File: src/rtl/display_frame_scheduler.sv
`timescale 1ns/1ps
// Triple-buffer frame scheduler: picks newest frame at vsync, issues DMA read.
// Optional DISP_SCHED_STATS_EN adds repeat/drop frame counters.
module display_frame_scheduler #(
  parameter int unsigned            ADDR_W      = 32,
  parameter logic [ADDR_W-1:0]      BUF_BASE    = 'h0100_0000,
  parameter logic [ADDR_W-1:0]      BUF_STRIDE  = 'h0040_0000,
  parameter logic [23:0]            FRAME_BYTES = 24'd614400
) (
  input  logic              lvds_slowclk,
  input  logic              rst,
  input  logic              enable,
  input  logic              vsync_fall,
  input  logic              wr_frame_done,
  output logic [1:0]        wr_buf_idx,
  output logic [1:0]        rd_buf_idx,
  output logic              dma_cmd_valid,
  input  logic              dma_cmd_ready,
  output logic [ADDR_W-1:0] dma_cmd_addr,
  output logic [23:0]       dma_cmd_len,
  input  logic              dma_done,
  output logic              late_err,
  output logic [31:0]       frame_repeat_cnt,
  output logic [31:0]       frame_drop_cnt
);

  typedef enum logic [1:0] {
    IDLE    = 2'd0,
    WAIT_VS = 2'd1,
    ISSUE   = 2'd2,
    BUSY    = 2'd3
  } state_t;

  state_t state, state_n;

  logic [1:0] wr_q, rd_q, lat_q;
  logic       rv_q, hf_q;
  logic [1:0] wr_n, rd_n, lat_n;
  logic       rv_n, hf_n;
  logic       sel, sel_new, sel_rep;

  // Done rotation first, then selection on the rotated view.
  always_comb begin
    wr_n    = wr_q;
    rd_n    = rd_q;
    lat_n   = lat_q;
    rv_n    = rv_q;
    hf_n    = hf_q;
    sel     = 1'b0;
    sel_new = 1'b0;
    sel_rep = 1'b0;
    if (wr_frame_done) begin
      lat_n = wr_q;
      wr_n  = lat_q;
      rv_n  = 1'b1;
      hf_n  = 1'b1;
    end
    sel     = (state == WAIT_VS) && enable && vsync_fall && hf_n;
    sel_new = sel && rv_n;
    sel_rep = sel && !rv_n;
    if (sel_new) begin
      rv_n = 1'b0;
      if (wr_frame_done) begin
        rd_n  = wr_q;
        wr_n  = rd_q;
        lat_n = lat_q;
      end else begin
        rd_n  = lat_q;
        lat_n = rd_q;
      end
    end
  end

  always_ff @(posedge lvds_slowclk) begin
    if (rst) begin
      state <= IDLE;
    end else begin
      state <= state_n;
    end
  end

  always_comb begin
    state_n = state;
    unique case (state)
      IDLE:    if (enable) state_n = WAIT_VS;
      WAIT_VS: begin
        if (!enable)  state_n = IDLE;
        else if (sel) state_n = ISSUE;
      end
      ISSUE:   if (dma_cmd_ready) state_n = BUSY;
      BUSY:    if (dma_done) state_n = enable ? WAIT_VS : IDLE;
      default: state_n = IDLE;
    endcase
  end

  always_comb begin
    dma_cmd_valid = (state == ISSUE);
    dma_cmd_len   = FRAME_BYTES;
  end

  always_ff @(posedge lvds_slowclk) begin
    if (rst) begin
      wr_q         <= 2'd0;
      rd_q         <= 2'd2;
      lat_q        <= 2'd1;
      rv_q         <= 1'b0;
      hf_q         <= 1'b0;
      late_err     <= 1'b0;
      dma_cmd_addr <= BUF_BASE + ADDR_W'(2) * BUF_STRIDE;
    end else begin
      wr_q  <= wr_n;
      rd_q  <= rd_n;
      lat_q <= lat_n;
      rv_q  <= rv_n;
      hf_q  <= hf_n;
      if (vsync_fall && (state == ISSUE || state == BUSY))
        late_err <= 1'b1;
      if (sel)
        dma_cmd_addr <= BUF_BASE + ADDR_W'(rd_n) * BUF_STRIDE;
    end
  end

  assign wr_buf_idx = wr_q;
  assign rd_buf_idx = rd_q;

`ifdef DISP_SCHED_STATS_EN
  logic [31:0] rep_q, drop_q;

  always_ff @(posedge lvds_slowclk) begin
    if (rst) begin
      rep_q  <= 32'd0;
      drop_q <= 32'd0;
    end else begin
      if (sel_rep)
        rep_q <= rep_q + 32'd1;
      if (wr_frame_done && rv_q)
        drop_q <= drop_q + 32'd1;
    end
  end

  assign frame_repeat_cnt = rep_q;
  assign frame_drop_cnt   = drop_q;
`else
  logic unused_rep;
  assign unused_rep       = sel_rep;
  assign frame_repeat_cnt = 32'd0;
  assign frame_drop_cnt   = 32'd0;
`endif

endmodule

File: config.mk
export PLATFORM = sky130hd
export DESIGN_NAME = display_frame_scheduler
export DESIGN_NICKNAME = d
export VERILOG_FILES = /design/src/rtl/display_frame_scheduler.sv
export SDC_FILE = /design/constraint.sdc
export NUM_CORES = 1
export LEC_CHECK = 0
export BUFFER_PORTS_ARGS = -buffer_cell sky130_fd_sc_hd__buf_2
export CAP_MARGIN = 0
export CORE_ASPECT_RATIO = 1.25
export CORE_MARGIN = 2
export CORE_UTILIZATION = 35
export DETAILED_ROUTE_END_ITERATION = 6
export GPL_TIMING_DRIVEN = 0
export MAX_ROUTING_LAYER = met4
export PLACE_DENSITY = 0.75
export SKIP_CTS_REPAIR_TIMING = 1
export SYNTH_ARGS = -nofsm -noshare
export SYNTH_HDL_FRONTEND = slang
export SYNTH_SLANG_ARGS = --single-unit
File: constraint.sdc
create_clock -name lvds_slowclk -period 1.5 [get_ports lvds_slowclk]
set_input_delay 0.3 -clock lvds_slowclk [delete_from_list [all_inputs] [get_ports lvds_slowclk]]
set_output_delay 0.3 -clock lvds_slowclk [all_outputs]
set_load 0.02 [all_outputs]
==> run_results.csv <==
group,metric,value,unit
run_status,status,"completed",
setup_path,crit_path_end_kind,"output pin",
setup_path,crit_arrival,1.05,ns
route,via_count,1185,
cts,clkTransAtPathRegs,0.05,ns
timing,fin_crit_sh,0.897,
setup_path,cp-startpoint,"state[0]",
global_routing,track_usage,0.0972,
synth,synth-warning-count,0,
synth,seq_area_frac_synth,0.168,
timing,final-setup-viol-count,0,
route,antenna_left,0,
setup_path,critical_path_required,1.20,ns
synth,synthCells,193,
cts,cts_tree,"done",
job,maxCapViolations,0,
power,vdd_drop_max,0.000251,V
cells_and_area,antennaDiodeCount,0,
setup_path,cp-start-kind,"register",
cts,clock_latency,0.24,ns
timing,worst_clock_skew,0.00106,ns
cts,cts_sinks,13,
cts,clock_path_buffers,2,
synth,yosysUniqueCellTypes,26,
global_routing,grt_pass1_wl,3820,µm
cells_and_area,fill_cells,424,
floorplan,start_util,0.359,
min_path,hold_start,"rst",
placement,portBuffers,13,
setup_path,r2r_cells,5,
cells_and_area,layout-drive-gt1-share,0.436,
route,first_pass_iters,4,
floorplan,row_count,27,
synth,yosys.area_share.xor_xnor,0,
floorplan,die_w,63.6,µm
setup_path,ff2ff_setup_slack,0.16,ns
setup_path,crit_type,"reg -> out",
cells_and_area,fin_util,0.502,
synth,avgSynthCellArea,8.05,µm²
setup_path,worstPathCellList,"and2b_2 > buf_2",
setup_path,rr_endpoint,"dma_cmd_addr[22]",
route,avgRoutedWirePerCell,6.70,µm
min_path,min_path_cells,2,
timing,finalSetupTns,0,ns
timing,finalHoldViolCount,0,
synth,ys_seq_elements,13,
floorplan,ioPinCount,133,
floorplan,core-area,0.00432,mm²
cells_and_area,layout_common_cells,"118 x buf_4, 118 x conb_1, 13 x dfxtp_1, 13 x buf_2, 8 x nor2_1",
global_routing,grt_max_degree,11,
synth,synth-simple-area-share,0.0983,
floorplan,dieArea,0.00499,mm²
setup_path,critPathMaxStageDelay,0.40,ns
global_routing,overflow,0,
placement,dpl.hpwl,2300,µm
cts,h-tree-depth,1,
cells_and_area,synthToLayoutAreaGrowth,39.8,%
floorplan,die_h,78.5,µm
timing,fmax,0.743,GHz
setup_path,crit_slowest_cell,"dfxtp_1",
synth,synth-compound-area-share,0.0911,
global_routing,grt_pass1_vias,917,
synth,synth_top_family_by_area,"buffers and inverters",
placement,place_congestion,0.779,
timing,layout_min_cycle_time,1.35,ns
route,vias_per_cell,3.09,
cts,cts_buffers,3,
min_path,hold_path.class,"in -> reg",
timing,slew_violations,0,
route,drt_iter0_markers,36,
synth,synthMuxAreaShare,0.0322,
synth,synthAdderAreaFrac,0,
global_routing,antenna_found_initial,0,
power,power_leakage,1.38,nW
power,pwr_density_cell,601,mW/mm²
setup_path,worstSetupEndpoint,"dma_cmd_valid",
route,route.detailed.drc,0,
cts,clockRootBuffer,"clkbuf_8",
setup_path,cp_max_fo,4,
cells_and_area,fin_nets,334,
synth,synthesis.area,0.00155,mm²
timing,grt_setup_unrepaired,"false",
route,drt-total-wl,2570,µm
-- metrics by stage --
step	instances	hold slack (ns)	setup WS [ns]	total power, mW	cell area [µm²]
2_1_floorplan	309	0.383	0.252	0.952	1990
3_3_place_gp	380	0.451	0.178	0.983	2130
3_5_place_dp	380	0.453	0.142	0.985	2130
4_1_cts	384	0.257	0.150	1.30	2170
5_1_grt	384	0.266	0.0886	1.38	2170
6_report	384	0.265	0.154	1.30	2170
-- flip-flops by register name (all words and copies together) (netlist names), named ones only --
name          cells
state             1
rd_buf_idx        2
wr_buf_idx        2
dma_cmd_addr      2
hf_q              1
rv_q              1
lat_q             2
late_err          1
-- cell type report --
class	instances	area, µm²	share of cell area
well taps	58	72.6	0.0334
plain buffers	123	930	0.428
repair buffers	13	65.1	0.0300
clock buffers	4	45.0	0.0207
multi-input cells	170	787	0.363
flip-flops and latches	13	260	0.120
inverters	3	11.3	0.00519
-- report_power, final --
group / internal, mW / switching [mW]
Sequential: 0.364 / 0.0189
Clock: 0.188 / 0.124
Combinational: 0.249 / 0.361
-- routing by layer --
layer  wire length (µm)  track usage  vias to the layer above
met5                  0            -                        -
met4                  0       0.0391                        0
met3                397       0.0430                        0
met2               1330        0.177                       76
met1                849       0.0875                      461
li1                   -            -                      648
-- cells by family (layout without fill, tap and decap cells) --
group | after synthesis | count (layout)
buffers and inverters | 126 | 143
AND/OR/NAND/NOR | 28 | 28
AO/OA/AOI/OAI | 19 | 19
flip-flops | 13 | 13
multiplexers | 5 | 5
other | 2 | 118
-- worst max-delay path, delay by kind of cell, from the launching register on --
kind | cells | cell delay (ns)
buf+inv | 1 | 0.16
flops | 1 | 0.40
simple gates | 1 | 0.25
-- how the worst min path moves through the flow --
stage	to	slack (ns)
after floorplan	state[0]	0.38
after global placement	late_err	0.45
after detailed placement	late_err	0.45
after CTS	state[0]	0.26
after global routing	state[0]	0.27
final	state[0]	0.26
-- synthesized netlist by cell type (all sizes together) --
| master | instances | area share |
|---|---|---|
| buf | 120 | 0.59 |
| dfxtp | 13 | 0.17 |
| nor2 | 9 | 0.023 |
| a21oi | 8 | 0.028 |
| nand2 | 7 | 0.017 |
| a211oi | 5 | 0.024 |
| mux2i | 5 | 0.032 |
| nor3 | 4 | 0.013 |
| and3 | 3 | 0.012 |
| clkbuf | 3 | 0.014 |
| inv | 3 | 0.0073 |
| conb | 2 | 0.0048 |
| or2 | 2 | 0.0081 |
| a2111oi | 1 | 0.0056 |
| a211o | 1 | 0.0056 |
| and2b | 1 | 0.0056 |
| nand4b | 1 | 0.015 |
| nor2b | 1 | 0.0040 |
| o211a | 1 | 0.0064 |
| o311ai | 1 | 0.010 |
| o31ai | 1 | 0.0048 |
| o41ai | 1 | 0.0056 |
Power figures use the tool's default switching activity.
